==> src/rtl/aes_core_arbiter.sv <==
// Two-requester front end for a shared AES engine: round-robin grant, one job in flight,
// engine start/done handshake with a timeout, and a held response per requester.
`timescale 1ns/1ps

module aes_core_arbiter #(
  parameter int NK       = 4,
  parameter int MAX_WAIT = 64
) (
  input  logic              i_clk,
  input  logic              i_rst_n,

  input  logic              i_req0_valid,
  output logic              o_req0_ready,
  input  logic              i_req0_mode,
  input  logic [127:0]      i_req0_text,
  input  logic [32*NK-1:0]  i_req0_key,

  input  logic              i_req1_valid,
  output logic              o_req1_ready,
  input  logic              i_req1_mode,
  input  logic [127:0]      i_req1_text,
  input  logic [32*NK-1:0]  i_req1_key,

  output logic              o_rsp0_valid,
  input  logic              i_rsp0_ready,
  output logic [127:0]      o_rsp0_data,
  output logic              o_rsp0_err,

  output logic              o_rsp1_valid,
  input  logic              i_rsp1_ready,
  output logic [127:0]      o_rsp1_data,
  output logic              o_rsp1_err,

  output logic              o_eng_start,
  output logic              o_eng_mode,
  output logic [127:0]      o_eng_text,
  output logic [32*NK-1:0]  o_eng_key,
  input  logic              i_eng_done,
  input  logic [127:0]      i_eng_result
);

  // state  | meaning
  // IDLE   | grant and accept a new job
  // ISSUE  | one-cycle engine start pulse
  // WAIT   | wait for engine done or timeout
  // RESP   | hold response until the granted requester consumes it

  localparam int KW = 32*NK;
  localparam int CW = (MAX_WAIT > 1) ? $clog2(MAX_WAIT) : 1;

  typedef enum logic [1:0] {
    S_IDLE  = 2'd0,
    S_ISSUE = 2'd1,
    S_WAIT  = 2'd2,
    S_RESP  = 2'd3
  } state_t;

  state_t          r_state;
  state_t          w_next;
  logic            r_last_grant;
  logic            r_grant;
  logic            r_mode;
  logic [127:0]    r_text;
  logic [KW-1:0]   r_key;
  logic [127:0]    r_rsp_data;
  logic            r_rsp_err;
  logic [CW-1:0]   r_cnt;

  logic            w_grant;
  logic            w_accept;
  logic            w_timeout;
  logic            w_rsp_ready_g;

  // Round robin: a tie goes to the requester that was not served last.
  always_comb begin
    w_grant = i_req1_valid;
    if (i_req0_valid && i_req1_valid) begin
      w_grant = ~r_last_grant;
    end
  end

  assign w_accept      = (r_state == S_IDLE) && (w_grant ? i_req1_valid : i_req0_valid);
  assign w_timeout     = (r_cnt == CW'(MAX_WAIT - 1));
  assign w_rsp_ready_g = r_grant ? i_rsp1_ready : i_rsp0_ready;

  always_ff @(posedge i_clk or negedge i_rst_n) begin
    if (!i_rst_n) begin
      r_state <= S_IDLE;
    end else begin
      r_state <= w_next;
    end
  end

  always_comb begin
    w_next = r_state;
    case (r_state)
      S_IDLE:  if (w_accept) w_next = S_ISSUE;
      S_ISSUE: w_next = S_WAIT;
      S_WAIT:  if (i_eng_done || w_timeout) w_next = S_RESP;
      S_RESP:  if (w_rsp_ready_g) w_next = S_IDLE;
      default: w_next = S_IDLE;
    endcase
  end

  always_ff @(posedge i_clk or negedge i_rst_n) begin
    if (!i_rst_n) begin
      r_last_grant <= 1'b1;
      r_grant      <= 1'b0;
      r_mode       <= 1'b0;
      r_text       <= '0;
      r_key        <= '0;
      r_rsp_data   <= '0;
      r_rsp_err    <= 1'b0;
      r_cnt        <= '0;
    end else begin
      case (r_state)
        S_IDLE: begin
          if (w_accept) begin
            r_grant <= w_grant;
            r_mode  <= w_grant ? i_req1_mode : i_req0_mode;
            r_text  <= w_grant ? i_req1_text : i_req0_text;
            r_key   <= w_grant ? i_req1_key  : i_req0_key;
          end
        end
        S_ISSUE: r_cnt <= '0;
        S_WAIT: begin
          // Done beats timeout when both land in the same cycle.
          if (i_eng_done) begin
            r_rsp_data <= i_eng_result;
            r_rsp_err  <= 1'b0;
          end else if (w_timeout) begin
            r_rsp_data <= '0;
            r_rsp_err  <= 1'b1;
          end else begin
            r_cnt <= r_cnt + CW'(1);
          end
        end
        S_RESP: begin
          if (w_rsp_ready_g) begin
            r_last_grant <= r_grant;
          end
        end
        default: ;
      endcase
    end
  end

  always_comb begin
    o_req0_ready = (r_state == S_IDLE) && !w_grant && i_req0_valid;
    o_req1_ready = (r_state == S_IDLE) &&  w_grant && i_req1_valid;
    o_eng_start  = (r_state == S_ISSUE);
    o_eng_mode   = r_mode;
    o_eng_text   = r_text;
    o_eng_key    = r_key;
    o_rsp0_valid = (r_state == S_RESP) && !r_grant;
    o_rsp1_valid = (r_state == S_RESP) &&  r_grant;
    o_rsp0_data  = r_grant ? '0 : r_rsp_data;
    o_rsp1_data  = r_grant ? r_rsp_data : '0;
    o_rsp0_err   = r_rsp_err && !r_grant;
    o_rsp1_err   = r_rsp_err &&  r_grant;
  end

endmodule

==> config.mk <==
export PLATFORM = sky130hd
export DESIGN_NAME = aes_core_arbiter
export DESIGN_NICKNAME = d
export VERILOG_FILES = /design/src/rtl/aes_core_arbiter.sv
export SDC_FILE = /design/constraint.sdc
export NUM_CORES = 1
export LEC_CHECK = 0
export CORE_AREA = 5 5 446 448
export CTS_CLUSTER_DIAMETER = 100
export DETAILED_ROUTE_END_ITERATION = 10
export DIE_AREA = 0 0 451 453
export DONT_BUFFER_PORTS = 1
export GPL_ROUTABILITY_DRIVEN = 0
export SYNTH_ARGS = -nofsm -noshare
export SYNTH_HDL_FRONTEND = slang
export SYNTH_SLANG_ARGS = --single-unit
==> constraint.sdc <==
create_clock -name i_clk -period 3 [get_ports i_clk]
set_input_delay 0.6 -clock i_clk [delete_from_list [all_inputs] [get_ports i_clk]]
set_output_delay 0.6 -clock i_clk [all_outputs]
set_load 0.1 [all_outputs]
; ---- Word-level counts from Yosys, hierarchy flattened
; Cells that the tools add are included.
[word_totals]
ff_bits = 396
latch_bits = 0
mem_bits_rw = 0
mem_bits_ro = 0
in_bits = 649
out_inout_bits = 520
mem_count = 0
[op_classes]
n_addsub = 1
multipliers = 0
n_div = 0
n_lt_le_gt_ge = 0
eq_ne = 9
shift = 0
muxes = 19
bitwise_logic = 1
reduce_logical = 21
[ops]
columns = op, n
row1 = $mux 128, 6
row2 = $mux 6, 2
row3 = $pmux 6 s2, 1
row4 = $logic_and 1x1->1, 10
row5 = $ne 2x2->1 const B, 5
row6 = $pmux 2 s4, 1
row7 = $add 6x1->6 const B, 1
row8 = $eq 6x6->1 const B, 1
row9 = $mux 1, 6
row10 = $mux 2, 3
row11 = $reduce_and 2->1, 3
row12 = $reduce_and 3->1, 2
row13 = $eq 2x2->1 const B, 2
row14 = $reduce_bool 2->1, 2
row15 = $eq 2x1->1 const B, 1
row16 = $logic_not 1->1, 2
row17 = $logic_not 2->1, 1
row18 = $logic_or 1x1->1, 1
row19 = $not 1->1, 1

; ---- Logic depth before layout (Yosys ltp)
; Gate-level depths: netlist (run 1).
[depth]
ltp_word = 6
depth_mapped = 8

; ---- Least setup slack after synthesis (run 1)
; Ideal clock, no wire load.
[synth_path]
path_kind = input-to-output
from = input port i_req1_valid
to = output port o_req0_ready
arrival_time_ps = 2452
required_ps = 2400
slack_ps = -52
path_stages = 5
path_buffers = 3
path_cell_list = a21boi_1 -> buf_2 -> buf_4 -> buf_6 -> nor2_1
[synth_via]
elab_chain_len = 5
[synth_lines]
columns = element, line_no
row1 = from (decl), 18  ; input logic i_req1_valid,
row2 = $logic_and 1x1->1, 77  ; if (i_req0_valid && i_req1_valid) begin
row3 = $mux 1 *, 77
row4 = $logic_not 1->1 *, 149  ; o_req0_ready = (r_state == S_IDLE) && !w_grant && i_req0_valid;
row5 = $logic_and 1x1->1 * (2 in a row), 149
row6 = to (decl), 13  ; output logic o_req0_ready,
; Every way passes the cells marked *; elsewhere a longest branch is shown, timed or not.

; ---- Worst setup path after layout (run 1)
[layout_path]
from = register r_state[0]
to = output port o_req0_ready
[layout_via]
elab_chain_len = 3
[layout_lines]
columns = element, line_no
row1 = from (decl), 58  ; state_t r_state;
row2 = from (signal assigned), 90  ; r_state <= w_next;
row3 = $logic_not 2->1, 149
row4 = $logic_and 1x1->1 (2 in a row), 149
; Every way passes these cells.

==> out/metrics.yaml, run 1 <==
final_layout:
  fin_nets: 2740
  syn_to_final_growth_pct: 43.09
  drive_above_1_share_pct: 31.66
  nFillCells: 21870
  regArea_mm2: 0.009943
  multi_input_area_mm2: 0.008330
synthesis:
  synth-edff-count: 0
  ys_types: 37
  async_reset_ff_share_pct: 100.0
  netlist_instances: 1760
  synthTopCellsByArea: "dfrtp_1 53%, mux2i_1 14%, a22o_1 6.0%, o21ai_0 5.8%, nand2_1 5.3%"
  ys_top_cells_by_count: "395 x dfrtp_1, 262 x nand2_1, 260 x mux2i_1"
  avgSynthCellArea_um2: 10.62
  ys_seq_elements: 396
  syn_nets: 2414
  ys.flop_type: "dfrtp_1"
  yosys.area.top_type: "dfrtp_1"
  yosysMostFrequentCell: "dfrtp_1"
  synth_top_area_share_pct: 52.89
  yosysWarnings: 0
  synth_seq_area_share_pct: 53.03
  syn-cell-area_mm2: 0.01869
global_route:
  grt_usage_pct: 13.63
  grt_pass1_wl_um: 179500
  first_global_vias: 15490
  grt-ovfl-total: 0
  antenna_found_initial: 107
  grt_max_degree: 397
critical_path:
  crit_slowest_cell: "dfrtp_1"
  path_buf_inv: 2
  slowest_delay_ps: 400
  end_kind: "primary output"
  crit_chain: "inv_1 > ha_1 > nand2_1 > nor2_2 > buf_4"
  start_kind: "register"
  cp.arrival_ps: 2150
  path_max_fanout: 5
  path_delay_family: "buffers and inverters"
  crit_type: "register to primary output"
  crit_required_ps: 2400
route:
  wl_met1_um: 42730
  wl_met2_um: 77210
  wl_met3_um: 21140
  wl_per_cell_um: 31.29
  dr.max_layer_used: "met5"
  avgViaCountPerCell: 3.410
  drcViolationCount: 0
  drt-initial-drc-count: 1341
  wl_um: 146800
  drt_pre_antenna_iters: 5
  antenna_left: 0
  via_count: 16000
sta:
  max-slew-margin-rel_pct: -12.82
  finalSetupTns_ps: 0
  setup_viol_count_final: 0
  skew_ps: 19.93
  period_minus_slack_ps: 2754
  hold_viol_final: 229
  maxSlewViolCount: 182
  fmax_mhz: 363.2
  rsz0062_at_grt: "no"
  fin_hold_ws_ps: -349.8
  worst_pin_slew_ps: 1692
  fin_crit_sh_pct: 91.79
placement:
  hpwl_um: 128600
  numPortBuffers: 0
floorplan:
  core.rowCount: 162
  initial_core_util_pct: 9.625
  io_pins: 1169
  die_x_um: 451
  die_h_um: 453
  core_mm2: 0.1942
  design.die.area_mm2: 0.2043
clock_tree:
  clock_latency_ps: 650
  clock-sinks: 396
  clk_pin_slew_worst_paths_ps: 60
  root_buffer: "clkbuf_16"
  cts_tree: "yes"
  cts_max_path_buffers: 3
  cts-buffers-inserted: 52
  htreeDepth: 2
hold_path:
  hold_path.class: "input port to async pin"
status:
  violations: "negative hold slack, max-slew violations"
  status: "finished, violations left"
run:
  drv_cap: 0
## per-layer routing
layer  track usage, %  vias up
met2            25.16     1025
li1                 -     6751
met3            8.679      291
met4            4.160       76
met1            12.13     7861
met5                0        -
## per-stage QoR
step | worst slack [ps] | instance area [µm²] | std cells | utilization (%) | hold slack, ps
final | 246.4 | 26740 | 4693 | 13.77 | -349.8
after global routing | 127.7 | 26700 | 4678 | 13.75 | -410.1
after CTS | 135.6 | 26690 | 4671 | 13.74 | -420.0
after detailed placement | 606.4 | 24860 | 4570 | 12.80 | 328.0
after global placement | 627.1 | 24860 | 4570 | 12.80 | 329.3
after floorplan | 130.8 | 18690 | 1760 | - | 304.4
## sequential cells by signal, summed over array words and instances (netlist names)
signal,cells
r_rsp_data,128
r_cnt,6
r_rsp_err,1
r_last_grant,1
o_eng_key,128
r_state,2
o_eng_text,128
o_eng_mode,1
r_grant,1
## path summary, 6_finish.rpt
check | slack (ps) | cells after the start | startpoint | to
min reg2reg | 490 | 2 | o_eng_text[72] | o_eng_text[72]
max in group asynchronous | 1910 | 0 | i_rst_n | o_eng_key[104]
min | -350 | 0 | i_rst_n | r_rsp_data[115]
max reg2reg | 750 | 5 | r_state[0] | r_rsp_data[69]
min in group i_clk | 80 | 1 | i_eng_result[16] | r_rsp_data[16]
max | 250 | 5 | r_state[0] | o_req0_ready
## kinds of logic after synthesis
group           after synthesis  share of synthesized area, %
simple gates                540                         14.53
compound gates              408                         13.76
flops                       396                         53.03
mux                         260                         13.93
buf+inv                     151                         4.425
fa+ha+maj                     5                        0.3347
## layout by cell type (no fill, tap or decap), types with 2 or more instances in the layout
cell / synthesis / routed
buf_4: 12 / 391
dfrtp_1: 395 / 371
nand2_1: 262 / 262
mux2i_1: 260 / 260
o21ai_0: 218 / 218
nor2b_2: 0 / 130
a22o_1: 128 / 128
and2_1: 132 / 122
clkbuf_16: 0 / 53
o21ai_1: 42 / 41
buf_12: 0 / 24
dfrtp_2: 0 / 23
diode_2: 0 / 22
clkbuf_1: 84 / 12
clkbuf_8: 0 / 10
and2_2: 0 / 8
a21oi_1: 7 / 7
clkinv_2: 0 / 7
inv_1: 6 / 6
ha_1: 5 / 5
nor2_1: 5 / 4
nand3_1: 4 / 4
clkinv_4: 0 / 4
inv_8: 0 / 3
bufinv_16: 0 / 3
and2_4: 0 / 2
o311ai_0: 2 / 2
inv_16: 0 / 2
inv_6: 0 / 2
## area by class of cell
class,instances,share of cell area [%]
timing repair buffer,417,12.87
clock buffer,75,5.643
multi-input combinational,1213,31.15
sequential,396,37.18
tap,2542,11.89
antenna,22,0.2059
inverter,6,0.08422
clock inverter,22,0.9685
## timing repair
item | CTS | global route
resized for setup | 2 | 0
hold endpoints to repair | 396 | 396
setup buffers | 4 | 0
endpoints found under the setup margin | 17 | 0
Power of run 1 is not shown: default switching activity piles up to over one toggle a cycle in this logic, so the estimate is an artifact.
==> inputs of run 2 (changes only) <==
--- a/config.mk
+++ b/config.mk
@@ -5,6 +5,7 @@
 export SDC_FILE = /design/constraint.sdc
 export NUM_CORES = 1
 export LEC_CHECK = 0
+export CAP_MARGIN = 20
 export CORE_AREA = 5 5 446 448
 export CTS_CLUSTER_DIAMETER = 100
 export DETAILED_ROUTE_END_ITERATION = 10
==> results of run 2 <==
Same layout as run 1: the final DEF is identical, and so are final timing and power.
Power of run 2 is left out for the same reason.
==> edit: new RTL, flow settings as in run 2 <==
Reset style: synchronous (`i_rst_n`), changed in 2 clocked blocks.
--- a/src/rtl/aes_core_arbiter.sv
+++ b/src/rtl/aes_core_arbiter.sv
@@ -84,5 +84,5 @@
   assign w_rsp_ready_g = r_grant ? i_rsp1_ready : i_rsp0_ready;
 
-  always_ff @(posedge i_clk or negedge i_rst_n) begin
+  always_ff @(posedge i_clk) begin
     if (!i_rst_n) begin
       r_state <= S_IDLE;
@@ -103,5 +103,5 @@
   end
 
-  always_ff @(posedge i_clk or negedge i_rst_n) begin
+  always_ff @(posedge i_clk) begin
     if (!i_rst_n) begin
       r_last_grant <= 1'b1;
Check against the original RTL: not equivalent (a bounded check fails within 4 cycles, from zero or initial values and one cycle with i_rst_n low; the reset may be asserted at any time).
==> edit against run 2 <==
- design area rose by 6.6%
- synthesized cell count rose by 18%
- synthesized area rose by 3.1%
- hold slack improved by 0.42 ns
- largest cell class is now multi-input combinational cells
- routed wire length rose by 13%
- global-route usage rose by 1.7 points
- sequential cell count did not move
- worst setup slack got worse by 0.064 ns
==> edit: results <==
set metrics [dict create \
    synth_common_cells "398 x nand2_1, 396 x dfxtp_1, 259 x mux2i_1, 259 x o211a_1" \
    grt_pass1_vias 17835 \
    r2r-end "r_rsp_data[3]" \
    hold_path_class "input port to flop" \
    grt_pass1_wl_um 203000 \
    cts_buffers 54 \
    drive_above_1_share_pct 27.7 \
    dpl.cell_count 4849 \
    timing.rr.start "r_state[0]" \
    antenna_found_initial 133 \
    ys_seq_area_share_pct 41.1 \
    syn_inst 2079 \
    final_max_slew_viol_count 0 \
    drt_pass1_iterations 6 \
    grt_max_degree 391 \
    r2r_slack_ns 0.33 \
    synth_compound_area_share_pct 19.2 \
    reg2reg_depth 8 \
    status "completed" \
    muxShareOfSynthArea_pct 13.5 \
    buf_share_pct 16.7 \
    synth_nets 2733 \
    track_usage_pct 15.3 \
    cp_max_fo 47 \
    critPathMaxStageDelay_ns 0.62 \
]
## edit: timing repair
action                                  CTS  global route
endpoints found under the setup margin   49             0
buffers inserted                          1             0
hold endpoints to repair                111             0
resized for setup                         0             0
hold buffers                            117             0
## edit: worst reg2reg max path, stage by stage (launching register included)
cell and delay (ns):
dfxtp_1 0.33, inv_1 0.10, ha_1 0.37, nand4_1 0.46, buf_12 0.34, buf_4 0.19, nand3_1 0.08, a21boi_0 0.11
dlygate4sd3_1 0.58
## edit: metal layers
layer | part of all wire (%) | global-route usage (%) | vias to the layer above
met4 | 4.9 | 6.76 | 92
met2 | 51 | 27.4 | 1287
li1 | - | - | 8093
met5 | 0.52 | 0.840 | -
met3 | 13 | 8.05 | 359
met1 | 31 | 14.5 | 9273
## edit: power by group through the flow
stage               sequential [mW]  clock [mW]  combinational [mW]
detailed placement             13.2           0                11.9
floorplan                      15.5           0                5.18
global placement               13.2           0                11.7
finish                         12.9        7.00                12.1
CTS                            13.1        7.26                12.1
global route                   13.1        7.46                12.6
